File: config.mk
export PLATFORM = sky130hd
export DESIGN_NAME = inst_fetch_ctrl
export DESIGN_NICKNAME = d
export VERILOG_FILES = /design/src/rtl/inst_fetch_ctrl.sv
export SDC_FILE = /design/constraint.sdc
export NUM_CORES = 1
export LEC_CHECK = 0
export ABC_AREA = 1
export CORE_ASPECT_RATIO = 1.2
export CORE_MARGIN = 3
export CORE_UTILIZATION = 28
export DETAILED_ROUTE_END_ITERATION = 7
export PLACE_DENSITY_LB_ADDON = 0.2
export SLEW_MARGIN = 20
export SYNTH_ARGS = -nofsm -noshare
export SYNTH_HDL_FRONTEND = slang
export SYNTH_SLANG_ARGS = --single-unit
File: constraint.sdc
create_clock -name clk -period 6.3 [get_ports clk]
set_clock_uncertainty 0.05 [all_clocks]
set_input_delay 1.89 -clock clk [delete_from_list [all_inputs] [get_ports clk]]
set_output_delay 1.89 -clock clk [all_outputs]
set_load 0.005 [all_outputs]
File: src/rtl/inst_fetch_ctrl.sv
// inst_fetch_ctrl
//   Fetches a 4-byte big-endian instruction from a byte-wide synchronous
//   memory (one cycle read latency) at any byte alignment, and arbitrates
//   the memory port between the core's fetch path and a program loader.
//   The loader has priority, but only while the controller is idle.
//
// Ports
//   clk, rst_n             clock, asynchronous active-low reset
//   req_valid/ready/adr    fetch request from the core
//   inst_valid/ready       instruction handshake towards the core
//   inst, inst_err         assembled instruction / out-of-range flag
//   ld_valid/ready         program-loader byte write handshake
//   ld_adr, ld_data        loader byte address and data
//   mem_adr, mem_rd        memory address and read strobe
//   mem_we, mem_wdata      memory write strobe and write byte
//   mem_rdata              memory read byte (one cycle after mem_rd)
module inst_fetch_ctrl #(
    parameter int Mbit = 32,
    parameter int size = 1024
) (
    input  logic            clk,
    input  logic            rst_n,
    input  logic            req_valid,
    input  logic [Mbit-1:0] req_adr,
    output logic            req_ready,
    output logic            inst_valid,
    output logic [Mbit-1:0] inst,
    output logic            inst_err,
    input  logic            inst_ready,
    input  logic            ld_valid,
    input  logic [Mbit-1:0] ld_adr,
    input  logic [7:0]      ld_data,
    output logic            ld_ready,
    output logic [Mbit-1:0] mem_adr,
    output logic            mem_rd,
    output logic            mem_we,
    output logic [7:0]      mem_wdata,
    input  logic [7:0]      mem_rdata
);

    typedef enum logic [1:0] {
        IDLE,
        READ,
        DRAIN,
        HOLD
    } state_t;

    localparam logic [Mbit:0] SIZE_X = (Mbit+1)'(size);

    state_t          state, state_nx;
    logic [Mbit-1:0] base;
    logic [1:0]      cnt;
    logic [Mbit-1:0] inst_q;
    logic            err_q;

    logic [Mbit:0]   fetch_end;
    logic            fetch_ok;
    logic            ld_ok;
    logic            accept;

    // Range checks are done one bit wider so an address that wraps past
    // the top of the address space can never look in range.
    assign fetch_end = {1'b0, req_adr} + (Mbit+1)'(3);
    assign fetch_ok  = (fetch_end < SIZE_X);
    assign ld_ok     = ({1'b0, ld_adr} < SIZE_X);
    assign accept    = req_valid && req_ready;

    assign inst       = inst_q;
    assign inst_err   = err_q;
    assign inst_valid = (state == HOLD);

    always_comb begin
        state_nx  = state;
        req_ready = 1'b0;
        ld_ready  = 1'b0;
        mem_rd    = 1'b0;
        mem_we    = 1'b0;
        mem_adr   = '0;
        mem_wdata = '0;
        case (state)
            IDLE: begin
                ld_ready  = 1'b1;
                req_ready = !ld_valid;
                if (ld_valid) begin
                    if (ld_ok) begin
                        mem_we    = 1'b1;
                        mem_adr   = ld_adr;
                        mem_wdata = ld_data;
                    end
                end else if (req_valid) begin
                    // An out-of-range fetch passes through DRAIN without
                    // capturing so it still reaches HOLD one edge later.
                    state_nx = fetch_ok ? READ : DRAIN;
                end
            end
            READ: begin
                mem_rd  = 1'b1;
                mem_adr = base + Mbit'(cnt);
                if (cnt == 2'd3) begin
                    state_nx = DRAIN;
                end
            end
            DRAIN: begin
                state_nx = HOLD;
            end
            HOLD: begin
                if (inst_ready) begin
                    state_nx = IDLE;
                end
            end
            default: begin
                state_nx = IDLE;
            end
        endcase
        // Every strobe and handshake output is forced quiet during reset.
        if (!rst_n) begin
            req_ready = 1'b0;
            ld_ready  = 1'b0;
            mem_rd    = 1'b0;
            mem_we    = 1'b0;
            mem_adr   = '0;
            mem_wdata = '0;
        end
    end

    always_ff @(posedge clk or negedge rst_n) begin
        if (!rst_n) begin
            state  <= IDLE;
            base   <= '0;
            cnt    <= '0;
            inst_q <= '0;
            err_q  <= 1'b0;
        end else begin
            state <= state_nx;
            case (state)
                IDLE: begin
                    if (accept) begin
                        base   <= req_adr;
                        cnt    <= '0;
                        inst_q <= '0;
                        err_q  <= !fetch_ok;
                    end
                end
                READ: begin
                    cnt <= cnt + 2'd1;
                    // mem_rdata carries the byte addressed one cycle earlier,
                    // so nothing is captured in the first READ cycle.
                    if (cnt != 2'd0) begin
                        inst_q <= (inst_q << 8) | Mbit'(mem_rdata);
                    end
                end
                DRAIN: begin
                    if (!err_q) begin
                        inst_q <= (inst_q << 8) | Mbit'(mem_rdata);
                    end
                end
                default: begin
                end
            endcase
        end
    end

endmodule
==> Word level (Yosys, flattened, before mapping) <==
Cells that the tools add are included.
{ "word_totals": {"input_bits": 85, "elab_cells": 63, "out_inout_bits": 78, "regBits": 69} }
{ "op_classes": {"n_addsub": 3, "n_lt_le_gt_ge": 2, "n_mux": 30, "bitwise": 1, "reduce_logical": 11, "eq_ne": 11} }
{ "ops": {"columns": ["operator", "n"], "rows": [
  ["two-way mux 32 bit", 6],
  ["case mux 32 bit (3 select lines)", 1],
  ["case mux 32 bit (2 select lines)", 1],
  ["adder 32 x 2 -> 33 bit, second input constant", 1],
  ["less-than comparator 33 x 11 -> 1 bit, second input constant", 1],
  ["adder 32 x 2 -> 32 bit", 1],
  ["less-than comparator 32 x 11 -> 1 bit, second input constant", 1],
  ["two-way mux 8 bit", 4],
  ["OR 32 x 8 -> 32 bit", 1],
  ["two-way mux 2 bit", 6],
  ["inequality test 2 bit, second input constant", 6],
  ["two-way mux 1 bit", 10],
  ["case mux 2 bit (4 select lines)", 1],
  ["AND reduction 4 bit", 2],
  ["equality test 2 bit, second input constant", 3],
  ["case mux 2 bit (2 select lines)", 1],
  ["AND reduction 2 bit", 2],
  ["nonzero test 2 bit", 2],
  ["nonzero test 3 bit", 1],
  ["adder 2 x 1 -> 2 bit, second input constant", 1],
  ["equality test 2 x 1 -> 1 bit, second input constant", 1],
  ["zero test 1 bit", 2],
  ["zero test 2 bit", 1],
  ["inequality test 2 x 1 -> 1 bit, second input constant", 1],
  ["logical AND 1 bit", 1]
]} }

==> Depth between registers and ports, before layout <==
{ "logic_depth": {"word_depth": 6, "mapped_depth": 14, "depth_no_buf": 14} }

==> Worst setup path after synthesis <==
No wires, ideal clock.
{ "synth_timing": {"kind": "in2out", "startpoint": "input port ld_adr[14]", "endpoint": "output port mem_wdata[0]", "cell_stages": 6, "required_ps": 4360, "slack_ps": 1435, "t_arrival_ps": 2925, "n_path_buf": 0, "cell_sequence": "or2_2 > nor4_1 > nand3_1 > nor2_1 > inv_1 > nor2_1"} }
{ "synth_via": {"elab_chain_len": 5} }
{ "synth_rtl": {"columns": ["element", "line_no", "source"], "rows": [
  ["start, declared", "31", "input logic [Mbit-1:0] ld_adr,"],
  ["less-than comparator 32 x 11 -> 1 bit", "65", "assign ld_ok = ({1'b0, ld_adr} < SIZE_X);"],
  ["two-way mux 8 bit", "85", "if (ld_ok) begin"],
  ["two-way mux 8 bit", "84", "if (ld_valid) begin"],
  ["two-way mux 8 bit", "80", "case (state)"],
  ["two-way mux 8 bit", "116", "if (!rst_n) begin"],
  ["end, declared", "37", "output logic [7:0] mem_wdata,"]
]} }
No other way between the ends.

==> Worst setup path after layout <==
{ "layout_timing": {"startpoint": "input port ld_adr[14]", "endpoint": "output port mem_adr[3]"} }
{ "layout_via": {"elab_chain_len": 5} }
{ "layout_rtl": {"columns": ["element", "line_no", "source"], "rows": [
  ["less-than comparator 32 x 11 -> 1 bit", "65", null],
  ["two-way mux 32 bit", "85", null],
  ["two-way mux 32 bit", "84", null],
  ["case mux 32 bit (2 select lines)", "80", null],
  ["two-way mux 32 bit", "116", null],
  ["end, declared", "34", "output logic [Mbit-1:0] mem_adr,"]
]} }
No other way between the ends.

==> impl_metrics.csv <==
group,metric,value,unit
logic_synthesis,synth_nets,860,
cells_and_area,final_util,41.1,%
cells_and_area,syn_to_final_growth,42.3,%
sta,maxClockFrequency,0.168,GHz
logic_synthesis,synth_compound_area_share,12.8,%
critical_path,cp_top_family,"buffers and inverters",
global_routing,antenna_found_initial,0,
sta,final.setup.tns,0,ps
drt,ant_nets,0,
logic_synthesis,syn-instance-count,765,
sta,fin_crit,5960,ps
floorplanning,die_w,127,um
critical_path,crit_slowest_cell,"clkdlybuf4s50_1",
logic_synthesis,synth-seq-cells,69,
logic_synthesis,ys_seq_area_share,34.9,%
global_routing,overflow,0,
drt,avgRoutedWirePerCell,13.8,um
global_routing,grt_pass1_wl,25.3,mm
clock_network,root_buffer,"clkbuf_16",
power,p_leak,0.00302,uW
floorplanning,die_y,152,um
logic_synthesis,ys_types,38,
floorplanning,ios,163,
worst_hold_path,hold_depth,2,
floorplanning,coreArea,17100,um^2
logic_synthesis,synthMuxAreaShare,0,%
logic_synthesis,yosys_warnings,0,
worst_hold_path,min_to,"inst[28]",
power,ir_drop,0.263,mV
critical_path,r2r-end,"inst[11]",
clock_network,ctsHoldBuffers,0,
sta,setup_viol,0,
power,p_sw_share,40.4,%
global_routing,grt_use_total,16.4,%
power,p_sw,1000,uW
sta,timing.final.crit_share,94.6,%
logic_synthesis,synthAdderAreaFrac,2.68,%
cells_and_area,layout_common_cells,"nand2_1 (190), clkdlybuf4s50_1 (161), inv_1 (123)",
critical_path,r2r_start,"state[0]",
clock_network,cts_resized,0,
drt,vias,5317,
cells_and_area,n_antenna_cell,0,
sta,slew_headroom,30.3,%
drt,route.detailed.drc,0,
critical_path,critPathLaunchType,"primary input",
placed_design,hpwl,12.8,mm
power,combPwrFrac,45.1,%
power,pwr-share-seq,35.2,%
cells_and_area,finalNetCount,1015,
clock_network,cts.sinks,69,
critical_path,max_stage_delay,520,ps
drt,viasPerCell,4.67,
critical_path,path_buf_inv,3,
global_routing,grt_pass1_vias,5065,
sta,slew_violations,0,
power,internal_power,1470,uW
clock_network,clk_latency,320,ps
clock_network,clkTransAtPathRegs,50,ps
job,cap_violations,0,
worst_hold_path,hp-class,"reg -> reg",
clock_network,cts_buffers,9,
placed_design,gp_congestion,0.860,
critical_path,endpoint_kind,"primary output",
cells_and_area,fillerInstances,1816,
sta,final-hold-violation-count,0,
critical_path,rrSetupSlack,3570,ps
status,status,"complete, no violations",
critical_path,path_cells,"clkdlybuf4s50_1 > or2_2 > nor4_1 > nand3_1 > inv_1 > a32oi_1 > nor2_1 > clkdlybuf4s50_1",
logic_synthesis,synth_top_family_by_area,"simple AND/OR/NAND/NOR gates",
drt,routed_wl,15.7,mm
power,power.density,352,nW/um^2
drt,firstDrtPassIters,5,
power,clkPwrFrac,19.7,%
critical_path,crit_arrival,4020,ps
floorplanning,start_util,28.9,%
logic_synthesis,synth_xor_area_share,1.06,%
clock_network,clk_path_buf_depth,2,
clock_network,tritoncts,"built",
logic_synthesis,syn_area,4940,um^2
critical_path,worstSetupPathType,"in -> out",
clock_network,htree_levels,3,
cells_and_area,final_common_cell,"nand2_1",
critical_path,required,4360,ps
placed_design,portBuffers,162,
critical_path,worst_path_most_repeated_cell,"clkdlybuf4s50_1",
sta,rsz0062_at_grt,"false",
critical_path,cp_max_fo,8,
critical_path,r2r_cells,12,
drt,drt_iter0_drc,306,
cells_and_area,drive_gt1_share,3.90,%
critical_path,cp-startpoint,"ld_adr[14]",
worst_hold_path,min_from,"inst[28]",
global_routing,grt_max_degree,65,
logic_synthesis,postSynthAreaPerCell,6.46,um^2
logic_synthesis,yosys.area_share.simple,36.8,%
floorplanning,dieArea,19300,um^2
clock_network,post_cts_buffers,0,
sta,worst_pin_slew,1050,ps
floorplanning,fp-row-count,52,
layer usage:
| metal | up-vias | part of all wire (%) | GRT usage, % | wire [um] |
|---|---|---|---|---|
| li1 | 2773 | - | - | - |
| met1 | 2378 | 44 | 20.6 | 6850 |
| met2 | 136 | 48 | 27.6 | 7590 |
| met3 | 30 | 4.0 | 2.66 | 628 |
| met4 | 0 | 3.9 | 7.73 | 617 |
| met5 | - | 0 | 0 | 0 |
logic make-up after synthesis:
family,after synthesis
fa+ha+maj,10
xor+xnor,6
flops,69
compound gates,117
simple gates,417
buf+inv,146
worst register-to-register path, cell delays in order, from the launching register on:
cell and delay (ps):
dfrtp_1 420, inv_1 100, ha_1 310, nand2_1 130, nor2_2 110, nand2_1 60
buf_4 270, nand2_1 170, nand2_1 100, a211oi_4 150, buf_4 480, nand3_1 170
o21ai_0 130
final cells by class:
cell class | count | area (um^2) | area share (%)
multi-input combinational | 550 | 2640 | 37.5
clock buffer | 12 | 246 | 3.51
timing repair buffer | 167 | 1650 | 23.5
sequential | 69 | 1730 | 24.6
tap | 216 | 270 | 3.84
clock inverter | 2 | 35.0 | 0.498
inverter | 123 | 462 | 6.57
state kept, by name, summed over array words and instances, names as in the netlist:
| signal | flops |
|---|---|
| state | 2 |
| inst_err | 1 |
| base | 32 |
| cnt | 2 |
| inst | 32 |
power by group through the flow:
stage               clock network [uW]  logic [uW]  registers, uW
global route                       522        1280            909
global placement                     0        1120            873
CTS                                499        1140            870
finish                             487        1120            871
detailed placement                   0        1130            876
floorplan                            0         688            829
Yosys cell counts (all sizes together):
master,n,area share (%)
nand2,191,15
inv,123,9.3
nor2,101,8.3
o21ai,83,8.4
dfrtp,69,35
nand3,69,7.2
nor3,24,2.6
a21oi,19,1.9
clkbuf,16,1.3
nor4,14,1.8
nand4,11,1.4
ha,9,2.3
buf,7,1.1
xor2,5,0.89
a211oi,4,0.86
and2,3,0.38
or2,3,0.38
a31oi,2,0.25
a32oi,2,0.35
o211ai,2,0.30
o21bai,2,0.30
a22oi,1,0.15
fa,1,0.41
nor3b,1,0.15
o21a,1,0.15
o22ai,1,0.13
xnor2,1,0.18
worst max-delay path by stage:
| stage | cells after the start | slack, ps | to |
|---|---|---|---|
| 6_report | 8 | 340 | mem_adr[3] |
| 5_1_grt | 8 | 160 | mem_adr[9] |
| 4_1_cts | 8 | 260 | mem_wdata[5] |
| 3_5_place_dp | 8 | 270 | mem_wdata[3] |
| 3_3_place_gp | 8 | 270 | mem_adr[3] |
| 2_1_floorplan | 6 | 1430 | mem_wdata[0] |
per-stage QoR:
step                      instances  setup WS [ps]  instance area [um^2]  total power [uW]  hold slack, ps
final                          1139            342                  7030              2470             468
after global placement         1125            268                  6750              2000             437
after floorplan                 765           1430                  4940              1520             403
after global routing           1139            162                  7030              2710             489
after detailed placement       1125            268                  6750              2010             457
after CTS                      1139            264                  7030              2510             471
No activity file was read; power rests on OpenSTA's default activity.
